File: src/rtl/mem_arbiter_pkg.sv
// Shared types for the unified-memory arbiter.
// Address/data widths, strobes and owner-state encoding.
package mem_arbiter_pkg;

  typedef logic [31:0] addr_t;
  typedef logic [31:0] data_t;
  typedef logic [3:0]  wstrb_t;

  typedef enum logic [1:0] {
    IDLE,
    RD_M0,
    RD_M1
  } arb_state_e;

  localparam int unsigned ARB_STARVE_LIMIT = 4;

endpackage

File: src/rtl/mem_arbiter_prio.sv
// Grant selection: M1 by default, M0 when boosted.
// Pure combinational so it can be reused for more masters.
module mem_arb_prio (
  input  logic i_en,
  input  logic i_boost,
  input  logic i_m0_req,
  input  logic i_m1_req,
  output logic o_m0_gnt,
  output logic o_m1_gnt
);

  always_comb begin
    o_m0_gnt = 1'b0;
    o_m1_gnt = 1'b0;
    priority case (1'b1)
      !i_en:                o_m0_gnt = 1'b0;
      i_boost && i_m0_req:  o_m0_gnt = 1'b1;
      i_m1_req:             o_m1_gnt = 1'b1;
      i_m0_req:             o_m0_gnt = 1'b1;
      default:              o_m0_gnt = 1'b0;
    endcase
  end

endmodule

File: src/rtl/mem_arbiter.sv
// Fetch/LSU arbiter for the unified memory port.
// Optional perf counters: define ARB_PERF_CNT_EN.
module mem_arbiter
  import mem_arbiter_pkg::*;
#(
  parameter int unsigned STARVE_LIMIT = ARB_STARVE_LIMIT,
  parameter int unsigned CNT_W        = 32
) (
  input  logic             clk,
  input  logic             rst_n,
  input  logic             m0_req_i,
  input  addr_t            m0_addr_i,
  output logic             m0_gnt_o,
  output logic             m0_rvalid_o,
  output data_t            m0_rdata_o,
  input  logic             m1_req_i,
  input  logic             m1_we_i,
  input  addr_t            m1_addr_i,
  input  wstrb_t           m1_wstrb_i,
  input  data_t            m1_wdata_i,
  output logic             m1_gnt_o,
  output logic             m1_rvalid_o,
  output data_t            m1_rdata_o,
  output addr_t            mem_addr_o,
  output logic             mem_ren_o,
  output logic             mem_wen_o,
  output wstrb_t           mem_wstrb_o,
  output data_t            mem_wdata_o,
  input  data_t            mem_rdata_i,
  output logic [CNT_W-1:0] perf_m0_gnt_o,
  output logic [CNT_W-1:0] perf_m1_gnt_o,
  output logic [CNT_W-1:0] perf_m0_stall_o
);

  // Keep the counter at least 1 bit wide when boosting is disabled.
  localparam int unsigned SW =
    (STARVE_LIMIT > 0) ? $clog2(STARVE_LIMIT + 1) : 1;
  localparam logic [SW-1:0] LIM = SW'(STARVE_LIMIT);

  arb_state_e    r_state;
  logic [SW-1:0] r_starve;
  logic          w_boost;
  logic          w_g0;
  logic          w_g1;
  logic          w_m1_rd;
  logic          w_m0_stall;

  assign w_boost = (STARVE_LIMIT != 0) && (r_starve == LIM);

  mem_arb_prio u_prio (
    .i_en     (rst_n),
    .i_boost  (w_boost),
    .i_m0_req (m0_req_i),
    .i_m1_req (m1_req_i),
    .o_m0_gnt (w_g0),
    .o_m1_gnt (w_g1)
  );

  assign m0_gnt_o   = w_g0;
  assign m1_gnt_o   = w_g1;
  assign w_m1_rd    = w_g1 && !m1_we_i;
  assign w_m0_stall = m0_req_i && !w_g0;

  always_comb begin
    mem_addr_o  = '0;
    mem_wstrb_o = '0;
    mem_wdata_o = '0;
    if (w_g0) begin
      mem_addr_o  = m0_addr_i;
    end else if (w_g1) begin
      mem_addr_o  = m1_addr_i;
      mem_wstrb_o = m1_wstrb_i;
      mem_wdata_o = m1_wdata_i;
    end
  end

  assign mem_ren_o = w_g0 || w_m1_rd;
  assign mem_wen_o = w_g1 && m1_we_i;

  // Owner of the read whose data arrives next cycle.
  always_ff @(posedge clk or negedge rst_n) begin
    if (!rst_n) begin
      r_state  <= IDLE;
      r_starve <= '0;
    end else begin
      if (w_g0)
        r_state <= RD_M0;
      else if (w_m1_rd)
        r_state <= RD_M1;
      else
        r_state <= IDLE;
      if (w_m0_stall) begin
        if (r_starve != LIM)
          r_starve <= r_starve + 1'b1;
      end else begin
        r_starve <= '0;
      end
    end
  end

  assign m0_rvalid_o = (r_state == RD_M0);
  assign m1_rvalid_o = (r_state == RD_M1);
  assign m0_rdata_o  = m0_rvalid_o ? mem_rdata_i : '0;
  assign m1_rdata_o  = m1_rvalid_o ? mem_rdata_i : '0;

`ifdef ARB_PERF_CNT_EN
  logic [CNT_W-1:0] r_perf_m0g;
  logic [CNT_W-1:0] r_perf_m1g;
  logic [CNT_W-1:0] r_perf_m0s;

  always_ff @(posedge clk or negedge rst_n) begin
    if (!rst_n) begin
      r_perf_m0g <= '0;
      r_perf_m1g <= '0;
      r_perf_m0s <= '0;
    end else begin
      if (w_g0)
        r_perf_m0g <= r_perf_m0g + 1'b1;
      if (w_g1)
        r_perf_m1g <= r_perf_m1g + 1'b1;
      if (w_m0_stall)
        r_perf_m0s <= r_perf_m0s + 1'b1;
    end
  end

  assign perf_m0_gnt_o   = r_perf_m0g;
  assign perf_m1_gnt_o   = r_perf_m1g;
  assign perf_m0_stall_o = r_perf_m0s;
`else
  assign perf_m0_gnt_o   = '0;
  assign perf_m1_gnt_o   = '0;
  assign perf_m0_stall_o = '0;
`endif

endmodule

File: config.mk
export PLATFORM = sky130hd
export DESIGN_NAME = mem_arbiter
export DESIGN_NICKNAME = d
export VERILOG_FILES = /design/src/rtl/mem_arbiter_pkg.sv /design/src/rtl/mem_arbiter_prio.sv /design/src/rtl/mem_arbiter.sv
export SDC_FILE = /design/constraint.sdc
export NUM_CORES = 1
export LEC_CHECK = 0
export ABC_AREA = 1
export CAP_MARGIN = 20
export CORE_AREA = 2 2 144 146
export DETAILED_ROUTE_END_ITERATION = 12
export DIE_AREA = 0 0 146 148
export GPL_ROUTABILITY_DRIVEN = 0
export GPL_TIMING_DRIVEN = 0
export MAX_ROUTING_LAYER = met4
export PLACE_DENSITY_LB_ADDON = 0.15
export SETUP_SLACK_MARGIN = 0.15
export SYNTH_ARGS = -nofsm -noshare
export SYNTH_HDL_FRONTEND = slang
export SYNTH_SLANG_ARGS = --single-unit
File: constraint.sdc
create_clock -name clk -period 2.05 [get_ports clk]
set_clock_uncertainty 0.2 [all_clocks]
set_input_delay 0.205 -clock clk [delete_from_list [all_inputs] [get_ports clk]]
set_output_delay 0.205 -clock clk [all_outputs]
set_load 0.02 [all_outputs]
==> impl_metrics.yaml, run 1 <==
routing:
  routed_wl_mm: 11.5
  postRouteAntennaNets: 0
  dr.first_iter.drc_count: 44
  wl_per_cell_um: 10.6
  vias: 3339
  firstDrtPassIters: 4
  drc: 0
  avgViaCountPerCell: 3.08
die:
  fp.dieH_um: 148
  row_count: 52
  dieWidth_um: 146
  ios: 371
  core_um2: 20000
  die-area_um2: 21600
  start_util_pct: 10.7
placed_design:
  port_buffers: 274
  dp.cells: 1055
  dpl.hpwl_mm: 9.49
power:
  ir_drop_v: 0.000215
  power.switching_w: 0.000744
  p_sw_share_pct: 41.0
  p_per_area_nw_per_um2: 283
  comb_power_share_pct: 76.0
  pwr-share-clk_pct: 17.4
  internal-power_w: 0.00107
  p_leak_nw: 3.66
  p_total_w: 0.00181
  p_seq_share_pct: 6.6
clock_tree:
  insertion_delay_ns: 0.22
  clkTransAtPathRegs_ns: 0.03
  cts_htree_levels: 1
  root_buffer: "clkbuf_16"
  cts_sinks: 5
  clockBufferDepth: 2
  cts_tree: "yes"
  cts_buffers: 3
grt:
  grt_pass1_wl_mm: 16.9
  antenna_found_initial: 0
  grt_usage_pct: 10.1
  first_global_vias: 3121
  use_met1_pct: 9.85
  met2_usage_pct: 20.4
  grt_start_max_net_pins: 11
  grt.overflow.total: 0
  grt.busiest_layer: "met2"
  grt_util_met3_pct: 2.50
worst_setup_path:
  crit_chain: "inv_2 -> ha_4 -> nand2_4 -> nand2_4 -> nand2_8 -> clkinv_8 -> buf_12 -> buf_4 -> buf_8"
  arrival_ns: 1.57
  criticalPathCategory: "register to primary output"
  crit_family: "buffers and inverters"
  crit_path_end_kind: "primary output"
  crit_slowest_cell: "dfrtp_1"
  path_max_fanout: 6
  crit_path_start_kind: "register"
  worst-path-buf-inv: 5
  worst_ep_required_time_ns: 1.64
  critPathMostFrequentCell: "nand2_4"
  crit_path_max_incr_delay_ns: 0.35
timing:
  finalSetupViolations: 0
  hold_violations: 0
  max_freq_mhz: 507
  finalMaxSlewViolations: 0
  period_needed_ns: 1.97
  rsz0062_at_grt: "yes"
  finalCritPeriodShare_pct: 96.2
synthesis:
  netlist_area_um2: 2140
  synth_top_area_share_pct: 34.0
  syn_area_per_cell_um2: 5.15
  ys_seq_area_share_pct: 5.84
  synth_cells: 416
  synth_top_area_cell: "buf_4"
  netlist_top_cells_area: "buf_4, nand2_1, nor2_1"
  ys_ff_latch: 5
  synth_cell_types: 19
  synth_warnings: 0
final_layout:
  ff_latch_area_um2: 125
  n_antenna_cell: 0
  area_growth_pct: 199
  num-nets-final: 954
  multiInputGateArea_um2: 1710
  nFillCells: 2234
  finalNonFillerCells: 1084
  drive_above_1_share_pct: 44.6
  fin_util_pct: 31.9
worst_hold_path:
  hold_path_class: "input pin to register"
job:
  cap_violations: 0
outcome:
  status: "finished, final reports clean"
-- final timing paths --
kind / startpoint / to / slack [ns] / cells past startpoint
hold / removal: m0_req_i / r_starve[2]$_DFFE_PN0P_ / 0.27 / 3
setup reg to reg: r_starve[0]$_DFFE_PN0P_ / r_state[0]$_DFF_PN0_ / 0.41 / 9
hold reg to reg: r_starve[1]$_DFFE_PN0P_ / r_starve[1]$_DFFE_PN0P_ / 0.41 / 3
setup / recovery: r_starve[0]$_DFFE_PN0P_ / m0_gnt_o / 0.08 / 9
min in group asynchronous: rst_n / r_starve[2]$_DFFE_PN0P_ / 0.39 / 2
max in group asynchronous: rst_n / r_state[0]$_DFF_PN0_ / 1.05 / 2
-- worst min-delay path, cell delays in order --
cell	delay (ns)
dlygate4sd2_1	0.32
nand2_1	0.10
a21oi_1	0.03
-- power groups by stage --
stage               combinational [W]  clock [W]  sequential, W
global route                  0.00147   0.000332       0.000120
finish                        0.00138   0.000316       0.000119
global placement              0.00118          0       0.000117
floorplan                    0.000631          0       0.000115
detailed placement            0.00118          0       0.000117
CTS                           0.00135   0.000322       0.000118
-- stage by stage --
stage	setup TNS, ns	setup slack, ns	hold slack (ns)	cell area (um^2)
after floorplan	0	0.235	-0.291	2500
after global placement	-41.63	-0.621	0.301	5580
after detailed placement	-43.04	-0.636	0.306	5580
after CTS	0	0.0322	0.260	6380
after global routing	-0.00220	-0.00220	0.320	6400
final	0	0.0777	0.265	6400
-- layout by cell type (no fill, tap or decap), drive strengths merged --
master,n
dfrtp,5
nor2,104
buf,230
inv,77
clkbuf,7
xnor2,1
dlygate4sd3,1
nand2,108
a21oi,1
conb,96
clkinv,2
clkdlybuf4s15,33
dlygate4sd2,9
clkdlybuf4s50,134
ha,2
o21ai,1
nand3,1
nand4,2
-- sequential cells by signal, summed over array words and instances (netlist names) --
| register | cells |
|---|---|
| r_starve | 3 |
| r_state | 2 |
-- Yosys cell counts (all sizes together) --
cell type	number
nand2	108
xnor2	1
clkbuf	1
nor2	104
clkinv	1
nand4	2
conb	1
nand3	1
inv	77
buf	111
ha	2
dfrtp	5
o21ai	1
a21oi	1
-- repair_timing --
| item | 4_1_cts | 5_1_grt |
|---|---|---|
| endpoints found under the hold margin | 5 | 0 |
| setup buffers | 10 | 5 |
| endpoints found under the setup margin | 138 | 91 |
| hold buffers | 1 | 0 |
| cloned | 9 | 0 |
| pin swaps | 29 | 31 |
| gates resized for setup | 715 | 60 |
-- layout make-up --
| cell class | instances | area share, % |
|---|---|---|
| clock buffer | 4 | 1.23 |
| inverter | 78 | 4.89 |
| multi-input combinational | 316 | 26.7 |
| timing repair inverter | 1 | 0.254 |
| sequential | 5 | 1.95 |
| buffer | 112 | 14.3 |
| tap | 270 | 5.28 |
| timing repair buffer | 298 | 45.4 |
-- cell families after synthesis --
kind of cell	after synthesis	synth area share, %
AO/OA/AOI/OAI	2	0.467
buffers and inverters	190	53.4
other	1	0.175
XOR/XNOR	1	0.409
AND/OR/NAND/NOR	215	38.6
flip-flops	5	5.84
adder cells (fa/ha/maj)	2	1.17
-- per-layer routing --
| metal | wire [um] | vias up |
|---|---|---|
| li1 | - | 1774 |
| met1 | 3950 | 1365 |
| met2 | 6530 | 196 |
| met3 | 982 | 4 |
| met4 | 68 | 0 |
| met5 | 0 | - |
No activity file was read; power rests on OpenSTA's default activity.
==> run 2: changes to the inputs <==
--- a/config.mk
+++ b/config.mk
@@ -5,16 +5,18 @@
 export SDC_FILE = /design/constraint.sdc
 export NUM_CORES = 1
 export LEC_CHECK = 0
-export ABC_AREA = 1
 export CAP_MARGIN = 20
-export CORE_AREA = 2 2 144 146
+export CELL_PAD_IN_SITES_DETAIL_PLACEMENT = 2
+export CELL_PAD_IN_SITES_GLOBAL_PLACEMENT = 2
+export CORE_MARGIN = 2
+export CORE_UTILIZATION = 10
 export DETAILED_ROUTE_END_ITERATION = 12
-export DIE_AREA = 0 0 146 148
 export GPL_ROUTABILITY_DRIVEN = 0
 export GPL_TIMING_DRIVEN = 0
 export MAX_ROUTING_LAYER = met4
 export PLACE_DENSITY_LB_ADDON = 0.15
 export SETUP_SLACK_MARGIN = 0.15
+export SLEW_MARGIN = 30
 export SYNTH_ARGS = -nofsm -noshare
 export SYNTH_HDL_FRONTEND = slang
 export SYNTH_SLANG_ARGS = --single-unit
==> run 2 against run 1 <==
The run now ends with negative setup slack left. Combinational power about the same. Critical path depth decreased by 2. Clock power increased by 2%. Clock-buffer cell count unchanged. Register-to-register slack got worse by 0.16 ns. Sequential share of layout area about the same. Setup slack got worse by 0.14 ns. Critical path type unchanged. Highest routed layer is now met3.
==> impl_metrics.yaml, run 2 <==
outcome:
  status: "finished with violations"
  violations: "negative setup slack"
synthesis:
  synth_cells: 276
  async_flop_share_pct: 100
  synth_top_family_by_area: "buffers and inverters"
  synth_most_common_cell: "and2_1"
  netlist_top_cells_area: "buf_4, and2_1, a22o_2"
  netlist_area_um2: 2100
  synth-adder-area-share_pct: 1.19
  synth_warnings: 0
  synthXorXnorAreaFrac_pct: 0
  synth_cell_types: 23
  ys_ff_latch: 5
  yosys.area_share.simple_pct: 33.0
  synth_top_area_share_pct: 34.7
  synth-edff-count: 0
  synth_compound_area_share_pct: 18.9
  ys_seq_area_share_pct: 5.97
  syn_area_per_cell_um2: 7.59
  synth_top_area_cell: "buf_4"
  yosys-top-cells-count: "and2_1, buf_4, a22o_2, buf_6, clkbuf_1"
  ys.flop_type: "dfrtp_1"
  synthMuxAreaShare_pct: 0
worst_setup_path:
  crit_path_end_kind: "primary output"
  path_max_fanout: 9
  worstSetupStartpoint: "r_starve[1]$_DFFE_PN0P_"
  crit_path_start_kind: "register"
  r2r-end: "r_starve[1]$_DFFE_PN0P_"
  worst_ep_required_time_ns: 1.64
  timing.rr.start: "r_starve[1]$_DFFE_PN0P_"
  arrival_ns: 1.71
  endpoint: "mem_addr_o[17]"
  r2r_slack_ns: 0.25
  r2r_cells: 7
  criticalPathCategory: "register to primary output"
clock_tree:
  clkTransAtPathRegs_ns: 0.03
  clockBufferDepth: 2
  cts_htree_levels: 1
  cts_sinks: 5
  root_buffer: "clkbuf_16"
  cts_tree: "yes"
  insertion_delay_ns: 0.23
  cts_buffers: 3
timing:
  rsz0062_at_grt: "yes"
  max_freq_mhz: 474
  hold_violations: 0
  finalMaxSlewViolations: 0
  worst_slack_ns: -0.0610
  period_needed_ns: 2.11
  finalCritPeriodShare_pct: 103
  finalSetupViolations: 37
power:
  p_per_area_nw_per_um2: 275
  p_total_w: 0.00179
  p_sw_share_pct: 37.0
  p_leak_nw: 3.35
  power.switching_w: 0.000661
  p_seq_share_pct: 6.2
  pwr-share-clk_pct: 18.0
  internal-power_w: 0.00113
  ir_drop_v: 0.000221
  comb_power_share_pct: 75.9
routing:
  postRouteAntennaNets: 0
  avgViaCountPerCell: 3.37
  dr.first_iter.drc_count: 36
  firstDrtPassIters: 2
  routed_wl_mm: 14.9
  drc: 0
  vias: 3252
  wl_per_cell_um: 15.5
die:
  fp.dieH_um: 149
  ios: 371
  die-area_um2: 22100
  start_util_pct: 10.3
  dieWidth_um: 149
  row_count: 52
  core_um2: 20400
grt:
  grt_start_max_net_pins: 11
  first_global_vias: 3434
  grt_usage_pct: 12.3
  antenna_found_initial: 3
  grt.overflow.total: 0
  grt_pass1_wl_mm: 20.4
placed_design:
  postPlaceCellArea_um2: 5530
  dpl.hpwl_mm: 12.2
  port_buffers: 274
final_layout:
  finalInstanceArea_um2: 6490
  nFillCells: 2350
  layout_commonest_cell: "clkdlybuf4s50_1"
  area_growth_pct: 210
  layout_common_cells: "clkdlybuf4s50_1, buf_4, buf_6"
  num-nets-final: 830
  largestRegisters: "r_starve: 3 flops, r_state: 2 flops"
  drive_above_1_share_pct: 55.2
  largest_reg_flops: 3
  top_register: "r_starve"
worst_hold_path:
  hold_path_class: "input pin to register"
job:
  cap_violations: 0
==> run 2: cell count changes in the layout (fill, tap and decap cells not counted), sizes merged, moves of 4 or more <==
cell	delta
nand2	-104
clkbuf	+7
inv	-73
a22o	+32
buf	+43
diode	+4
dlygate4sd2	-6
clkdlybuf4s15	-26
nor2	-103
and2	+102
==> run 2: worst min path at each step <==
| stage | start | to | slack, ns | cells after the start |
|---|---|---|---|---|
| global placement | rst_n | r_state[1]$_DFF_PN0_ | 0.32 | 1 |
| CTS | m0_req_i | r_starve[0]$_DFFE_PN0P_ | 0.30 | 2 |
| finish | m0_req_i | r_starve[2]$_DFFE_PN0P_ | 0.28 | 3 |
| global route | m0_req_i | r_starve[0]$_DFFE_PN0P_ | 0.29 | 2 |
| floorplan | rst_n | r_starve[0]$_DFFE_PN0P_ | -0.29 | 0 |
| detailed placement | rst_n | r_starve[2]$_DFFE_PN0P_ | 0.33 | 1 |
==> run 2: area by class of cell <==
cell class	count	area, um^2	share of cell area, %
clock buffers	4	78.8	1.21
multi-input cells	250	1830	28.2
inverters	4	15.0	0.231
flip-flops and latches	5	125	1.93
repair buffers	315	3160	48.7
diodes	4	10.0	0.154
well taps	270	338	5.20
plain buffers	112	936	14.4
==> run 2: worst max-delay path, stage by stage (launching register included) <==
cell and delay [ns]:
dfrtp_1 0.39, inv_2 0.09, ha_4 0.17, a31oi_4 0.10, buf_12 0.18, clkbuf_16 0.16
a22o_2 0.26, buf_6 0.13
==> run 2: timing repair <==
action,CTS,global route
resized for setup,769,128
hold buffers,1,0
setup buffers,22,7
endpoints found under the hold margin,5,0
setup endpoints to repair,138,133
pin swaps,26,23
cloned,6,5
==> run 2: power groups by stage <==
stage	clock (W)	sequential [W]	combinational [W]
floorplan	0	0.000109	0.000593
finish	0.000321	0.000110	0.00136
global placement	0	0.000109	0.00111
CTS	0.000326	0.000110	0.00127
detailed placement	0	0.000109	0.00112
global route	0.000332	0.000111	0.00143
==> run 2: cells by family after synthesis <==
group	Yosys count
buffers and inverters	116
DFF	5
and+or+nand+nor	112
AOI/OAI and AO/OA	40
other	1
adders and majority gates	2
==> run 2: metal layers <==
metal | up-vias | track usage [%] | share of wire (%)
met4 | 0 | 0.619 | 0
li1 | 1536 | - | -
met1 | 1512 | 11.0 | 31
met3 | 0 | 4.53 | 11
met2 | 204 | 25.5 | 58
met5 | - | - | 0
==> run 2: through the flow <==
stage / setup slack, ns / cells / setup TNS (ns) / utilization, % / hold WS (ns)
final: -0.0610 / 964 / -1.10 / 31.8 / 0.285
after global routing: -0.120 / 963 / -4.19 / 31.8 / 0.291
after CTS: -0.0326 / 948 / -0.539 / 29.9 / 0.297
after detailed placement: -0.856 / 915 / -79.52 / 27.1 / 0.326
after global placement: -0.835 / 915 / -73.65 / 27.1 / 0.320
after floorplan: 0.183 / 371 / 0 / - / -0.291
